**src/rtl/bri_pulse_seq.sv**
```systemverilog
// Bridge RF pulse sequencer: reset, excitation and echo pulses with
// turn, energy-dump and receive windows between them.
module bri_pulse_seq (
  input  logic        clk_sys,
  input  logic        rst_n,
  input  logic        start,
  input  logic        abort,
  input  logic [7:0]  half_period,
  input  logic [15:0] pulse_len,
  input  logic [7:0]  turn_len,
  input  logic [15:0] dump_len,
  input  logic [15:0] gap_len,
  input  logic [11:0] echo_num,
  output logic        reset_out,
  output logic        pluse_start,
  output logic        phase_ctr,
  output logic        tetw_pluse,
  output logic        turn_delay,
  output logic        dump_start,
  output logic        dumpoff_ctr,
  output logic        off_test,
  output logic        busy,
  output logic        done
);

  localparam logic [2:0] S_IDLE  = 3'd0;
  localparam logic [2:0] S_RST   = 3'd1;
  localparam logic [2:0] S_PULSE = 3'd2;
  localparam logic [2:0] S_TURN  = 3'd3;
  localparam logic [2:0] S_DUMP  = 3'd4;
  localparam logic [2:0] S_WAIT  = 3'd5;
  localparam logic [2:0] S_FIN   = 3'd6;

  function automatic logic [15:0] dec16(input logic [15:0] v);
    return (v == 16'd0) ? 16'd0 : v - 16'd1;
  endfunction

  function automatic logic [7:0] dec8(input logic [7:0] v);
    return (v == 8'd0) ? 8'd0 : v - 8'd1;
  endfunction

  logic [2:0]  state, nxt_state;
  logic [15:0] cnt, nxt_cnt;
  logic [11:0] echo_idx, nxt_echo;
  logic [7:0]  hcnt, nxt_hcnt;
  logic        nxt_phase;

  // Latched configuration, stored as (length - 1) with 0 treated as 1
  logic [7:0]  c_hp;
  logic [15:0] c_pulse;
  logic [15:0] c_turn;
  logic [15:0] c_dump;
  logic [15:0] c_gap;
  logic [11:0] c_echo;

  logic load;

  assign load = (state == S_IDLE) && start && !abort;

  always_comb begin
    nxt_state = state;
    nxt_cnt   = cnt;
    nxt_echo  = echo_idx;
    nxt_hcnt  = hcnt;
    nxt_phase = 1'b0;
    case (state)
      S_IDLE: begin
        if (load) begin
          nxt_state = S_RST;
          nxt_cnt   = 16'd3;
          nxt_echo  = 12'd0;
        end
      end
      S_RST: begin
        if (cnt == 16'd0) begin
          nxt_state = S_PULSE;
          nxt_cnt   = c_pulse;
          nxt_hcnt  = c_hp;
        end else begin
          nxt_cnt = cnt - 16'd1;
        end
      end
      S_PULSE: begin
        if (cnt == 16'd0) begin
          nxt_state = S_TURN;
          nxt_cnt   = c_turn;
        end else begin
          nxt_cnt = cnt - 16'd1;
          if (hcnt == 8'd0) begin
            nxt_phase = ~phase_ctr;
            nxt_hcnt  = c_hp;
          end else begin
            nxt_phase = phase_ctr;
            nxt_hcnt  = hcnt - 8'd1;
          end
        end
      end
      S_TURN: begin
        if (cnt == 16'd0) begin
          nxt_state = S_DUMP;
          nxt_cnt   = c_dump;
        end else begin
          nxt_cnt = cnt - 16'd1;
        end
      end
      S_DUMP: begin
        if (cnt == 16'd0) begin
          nxt_state = S_WAIT;
          nxt_cnt   = c_gap;
        end else begin
          nxt_cnt = cnt - 16'd1;
        end
      end
      S_WAIT: begin
        if (cnt != 16'd0) begin
          nxt_cnt = cnt - 16'd1;
        end else if (echo_idx == c_echo) begin
          nxt_state = S_FIN;
        end else begin
          nxt_state = S_PULSE;
          nxt_echo  = echo_idx + 12'd1;
          nxt_cnt   = c_pulse;
          nxt_hcnt  = c_hp;
        end
      end
      S_FIN: begin
        nxt_state = S_IDLE;
      end
      default: begin
        nxt_state = S_IDLE;
      end
    endcase
    if (abort && state != S_IDLE) begin
      nxt_state = S_IDLE;
      nxt_cnt   = 16'd0;
      nxt_echo  = 12'd0;
      nxt_hcnt  = 8'd0;
      nxt_phase = 1'b0;
    end
  end

  always_ff @(posedge clk_sys) begin
    if (!rst_n) begin
      state       <= S_IDLE;
      cnt         <= 16'd0;
      echo_idx    <= 12'd0;
      hcnt        <= 8'd0;
      c_hp        <= 8'd0;
      c_pulse     <= 16'd0;
      c_turn      <= 16'd0;
      c_dump      <= 16'd0;
      c_gap       <= 16'd0;
      c_echo      <= 12'd0;
      reset_out   <= 1'b0;
      pluse_start <= 1'b0;
      phase_ctr   <= 1'b0;
      tetw_pluse  <= 1'b0;
      turn_delay  <= 1'b0;
      dump_start  <= 1'b0;
      dumpoff_ctr <= 1'b0;
      off_test    <= 1'b0;
      busy        <= 1'b0;
      done        <= 1'b0;
    end else begin
      state    <= nxt_state;
      cnt      <= nxt_cnt;
      echo_idx <= nxt_echo;
      hcnt     <= nxt_hcnt;
      if (load) begin
        c_hp    <= dec8(half_period);
        c_pulse <= dec16(pulse_len);
        c_turn  <= {8'd0, dec8(turn_len)};
        c_dump  <= dec16(dump_len);
        c_gap   <= dec16(gap_len);
        c_echo  <= echo_num;
      end
      // Outputs decoded from the next state so they line up with it
      reset_out   <= (nxt_state == S_RST);
      pluse_start <= (nxt_state == S_PULSE);
      phase_ctr   <= nxt_phase;
      tetw_pluse  <= (nxt_state == S_PULSE) && (nxt_echo == 12'd0);
      turn_delay  <= (nxt_state == S_TURN);
      dump_start  <= (nxt_state == S_DUMP);
      dumpoff_ctr <= (nxt_state == S_WAIT);
      off_test    <= (nxt_state == S_WAIT);
      busy        <= (nxt_state != S_IDLE);
      done        <= (nxt_state == S_FIN);
    end
  end

endmodule

```
**config.mk**
```make
export PLATFORM = sky130hd
export DESIGN_NAME = bri_pulse_seq
export DESIGN_NICKNAME = d
export VERILOG_FILES = /design/src/rtl/bri_pulse_seq.sv
export SDC_FILE = /design/constraint.sdc
export NUM_CORES = 1
export LEC_CHECK = 0
export CAP_MARGIN = 20
export CORE_MARGIN = 2
export CORE_UTILIZATION = 40
export DETAILED_ROUTE_END_ITERATION = 7
export GPL_TIMING_DRIVEN = 0
export PLACE_DENSITY = 0.71
export SLEW_MARGIN = 10
export SYNTH_ARGS = -nofsm -noshare
export SYNTH_HDL_FRONTEND = slang
export SYNTH_SLANG_ARGS = --single-unit
```
**constraint.sdc**
```tcl
create_clock -name clk_sys -period 5.7 [get_ports clk_sys]
set_input_delay 1.425 -clock clk_sys [delete_from_list [all_inputs] [get_ports clk_sys]]
set_output_delay 1.425 -clock clk_sys [all_outputs]
set_load 0.1 [all_outputs]
```
==> flow_summary.yaml <==
floorplanning:
  die-height_um: 135
  placementRows: 47
  die_x_um: 135
  initial_core_util_pct: 41.2
  coreArea_um2: 16600
  top_level_ports: 90
  fp.dieArea_um2: 18200
detailed_routing:
  routed_wl_um: 20400
  vias_per_cell: 5.53
  drt_iter0_drc: 564
  ant_nets: 0
  wire_per_inst_um: 16.5
  drc: 0
  drtPass1Iterations: 5
  num_vias: 6854
placement:
  dp_cells: 1208
  pre_cts_slack_ns: 1.33
  place_congestion: 0.915
  hpwl_um: 15400
  port_buffers: 88
  post_dp_cell_area_um2: 8010
clock_network:
  cts_setup_buffers: 0
  worstSkewPairLatency_ns: 0.43
  numCtsBuffers: 17
  clockRootBuffer: "clkbuf_16"
  cts_hold_buf: 0
  cts_num_sinks: 124
  ctsLongestPathBuffers: 2
  cts_resized: 0
  htree_levels: 4
  cts_tree: "yes"
  cts.reportedPaths.clkPinSlew_ns: 0.05
global_route:
  grt_pass1_wl_um: 32400
  grt_antenna_before_repair: 0
  first_global_vias: 6282
  grt_max_degree: 17
  track_usage_pct: 22.7
  globalRouteOverflowTotal: 0
final_layout:
  drive_gt1_share_pct: 4.51
  fillCellCount: 1619
  fin_cells: 1240
  multi_input_area_um2: 4090
  final_cell_area_um2: 8620
  finalNetCount: 1098
  area_growth_pct: 25.7
  regArea_um2: 2480
  antenna_cells: 0
logic_synthesis:
  synth.area.top_cells: "dfxtp_1 36%, nor2_1 8.9%, a22oi_1 6.5%"
  syn_nets: 991
  ys_seq_area_share_pct: 36.2
  netlist_instances: 900
  synth_area_um2: 6850
  synth_cell_types: 58
  ys_seq_elements: 124
  avgSynthCellArea_um2: 7.61
  ys_dominant_reg_cell: "dfxtp_1"
  synth_edf_count: 0
  netlist.area_leader.share_pct: 36.2
  ys_warn_count: 0
  synthArstFlopShare_pct: 0
  synth_top_area_cell: "dfxtp_1"
critical_path:
  r2r-start: "state[0]"
  crit_path_end_kind: "flip-flop"
  crit_fanout: 10
  criticalPathCategory: "primary input to flip-flop"
  critPathArrivalTime_ns: 4.45
  cp-start-kind: "primary input"
  reg2reg_slack_ns: 2.61
  reg2regPathDepth: 8
  r2r_end: "c_echo[4]"
  worstPathRequired_ns: 6.05
pwr:
  peakVddDrop_mv: 0.220
  power_density_nw_per_um2: 387
  cellLeakagePower_nw: 3.21
min_path:
  min_to: "c_pulse[1]"
  holdPathStages: 2
  worstHoldStart: "c_pulse[1]"
  min-delay-path-class: "flip-flop to flip-flop"
sta:
  drv_slew: 0
  final.period_utilization_pct: 71.9
  tightest_slew_ns: 0.970
  setup_tns_ns: 0
  skew_ns: 0.0122
  slew_headroom_pct: 35.1
  hold_violations: 0
  fmax_ghz: 0.244
  rsz0062_at_grt: "false"
  setup_viol: 0
  min_period_ns: 4.10
  layout_setup_ws_ns: 1.60
run_status:
  status: "finished clean"
job:
  maxCapViolations: 0
metal layers:
metal | up-vias | share of wire [%] | wire length, µm | GRT usage, %
li1 | 3397 | - | - | -
met1 | 3200 | 45 | 9190 | 29.8
met4 | 0 | 2.1 | 437 | 7.60
met2 | 229 | 47 | 9520 | 37.3
met3 | 28 | 6.2 | 1260 | 4.80
met5 | - | 0 | 0 | 0
kinds of logic after synthesis:
group	Yosys count	synth area share, %
simple gates	387	26.0
compound gates	226	20.9
flops	124	36.2
buf+inv	70	4.04
xor+xnor	68	8.69
mux	14	2.12
fa+ha+maj	11	2.01
report_power, final:
group          switching [W]  internal [W]
Combinational       0.000782      0.000414
Sequential         0.0000750      0.000954
Clock               0.000377      0.000732
critical path: stages:
cell and delay [ns]:
clkdlybuf4s50_1 0.55, nand2b_1 0.25, or2_2 0.19, clkbuf_1 0.55, clkbuf_1 0.67, buf_1 0.52, nand2_1 0.13, a21oi_1 0.17
registers in the layout, indices dropped and copies added, names as in the netlist, 3 cells and up:
| signal | count |
|---|---|
| echo_idx | 12 |
| c_dump | 16 |
| hcnt | 8 |
| c_pulse | 16 |
| c_turn | 8 |
| c_hp | 8 |
| c_echo | 12 |
| c_gap | 16 |
| state | 3 |
| cnt | 16 |
cell type report:
| class | count | share of cell area (%) |
|---|---|---|
| flip-flops and latches | 124 | 28.8 |
| multi-input cells | 706 | 47.5 |
| repair buffers | 88 | 10.2 |
| inverters | 23 | 1.00 |
| plain buffers | 47 | 2.21 |
| well taps | 220 | 3.19 |
| clock inverters | 6 | 1.25 |
| clock buffers | 26 | 5.79 |
layout by cell type (no fill, tap or decap), types with 5 or more instances in the layout:
cell type and instances:
nor3b_1 7, o21ai_0 39, nand3_1 17, nor3_1 37, clkdlybuf4s50_1 88, a21oi_1 80, inv_1 22, o31ai_1 8
a22oi_1 59, clkbuf_1 41, nand2_1 96, nor2_1 163, dfxtp_1 124, nor4_1 14, or4_1 5, buf_1 7
a221oi_1 6, mux2i_1 10, nor2b_1 8, or3_1 8, clkbuf_16 17, xor2_1 39, ha_1 11, nand2b_1 6
xnor2_1 29, a211oi_1 13
how the worst max path moves through the flow:
stage	startpoint	endpoint	slack, ns	depth (start not counted)
floorplan	pulse_len[7]	c_pulse[10]	2.22	8
global placement	abort	c_pulse[12]	1.32	8
detailed placement	abort	c_pulse[13]	1.33	8
CTS	abort	c_echo[4]	1.75	8
global route	abort	c_echo[4]	1.54	8
finish	abort	c_echo[4]	1.60	8
synth_stat cells, types with 5 or more instances:
| master | count |
|---|---|
| nor4_1 | 14 |
| o21ai_0 | 39 |
| nand2_1 | 96 |
| buf_1 | 7 |
| ha_1 | 11 |
| or3_1 | 8 |
| xor2_1 | 39 |
| a21oi_1 | 80 |
| xnor2_1 | 29 |
| nor2b_1 | 8 |
| a211oi_1 | 13 |
| nor3b_1 | 7 |
| o31ai_1 | 8 |
| nor2_1 | 163 |
| clkbuf_1 | 36 |
| a22oi_1 | 59 |
| or4_1 | 5 |
| nand3_1 | 17 |
| a221oi_1 | 6 |
| mux2i_1 | 10 |
| dfxtp_1 | 124 |
| inv_1 | 22 |
| nor3_1 | 37 |
| nand2b_1 | 6 |
through the flow:
| stage | hold slack, ns | power (W) | utilization, % |
|---|---|---|---|
| 3_5_place_dp | 0.466 | 0.00221 | 48.1 |
| 3_3_place_gp | 0.459 | 0.00220 | 48.1 |
| 6_report | 0.473 | 0.00333 | 51.8 |
| 5_1_grt | 0.490 | 0.00351 | 51.8 |
| 2_1_floorplan | 0.432 | 0.00186 | - |
| 4_1_cts | 0.473 | 0.00332 | 51.8 |
Power figures use the tool's default switching activity.
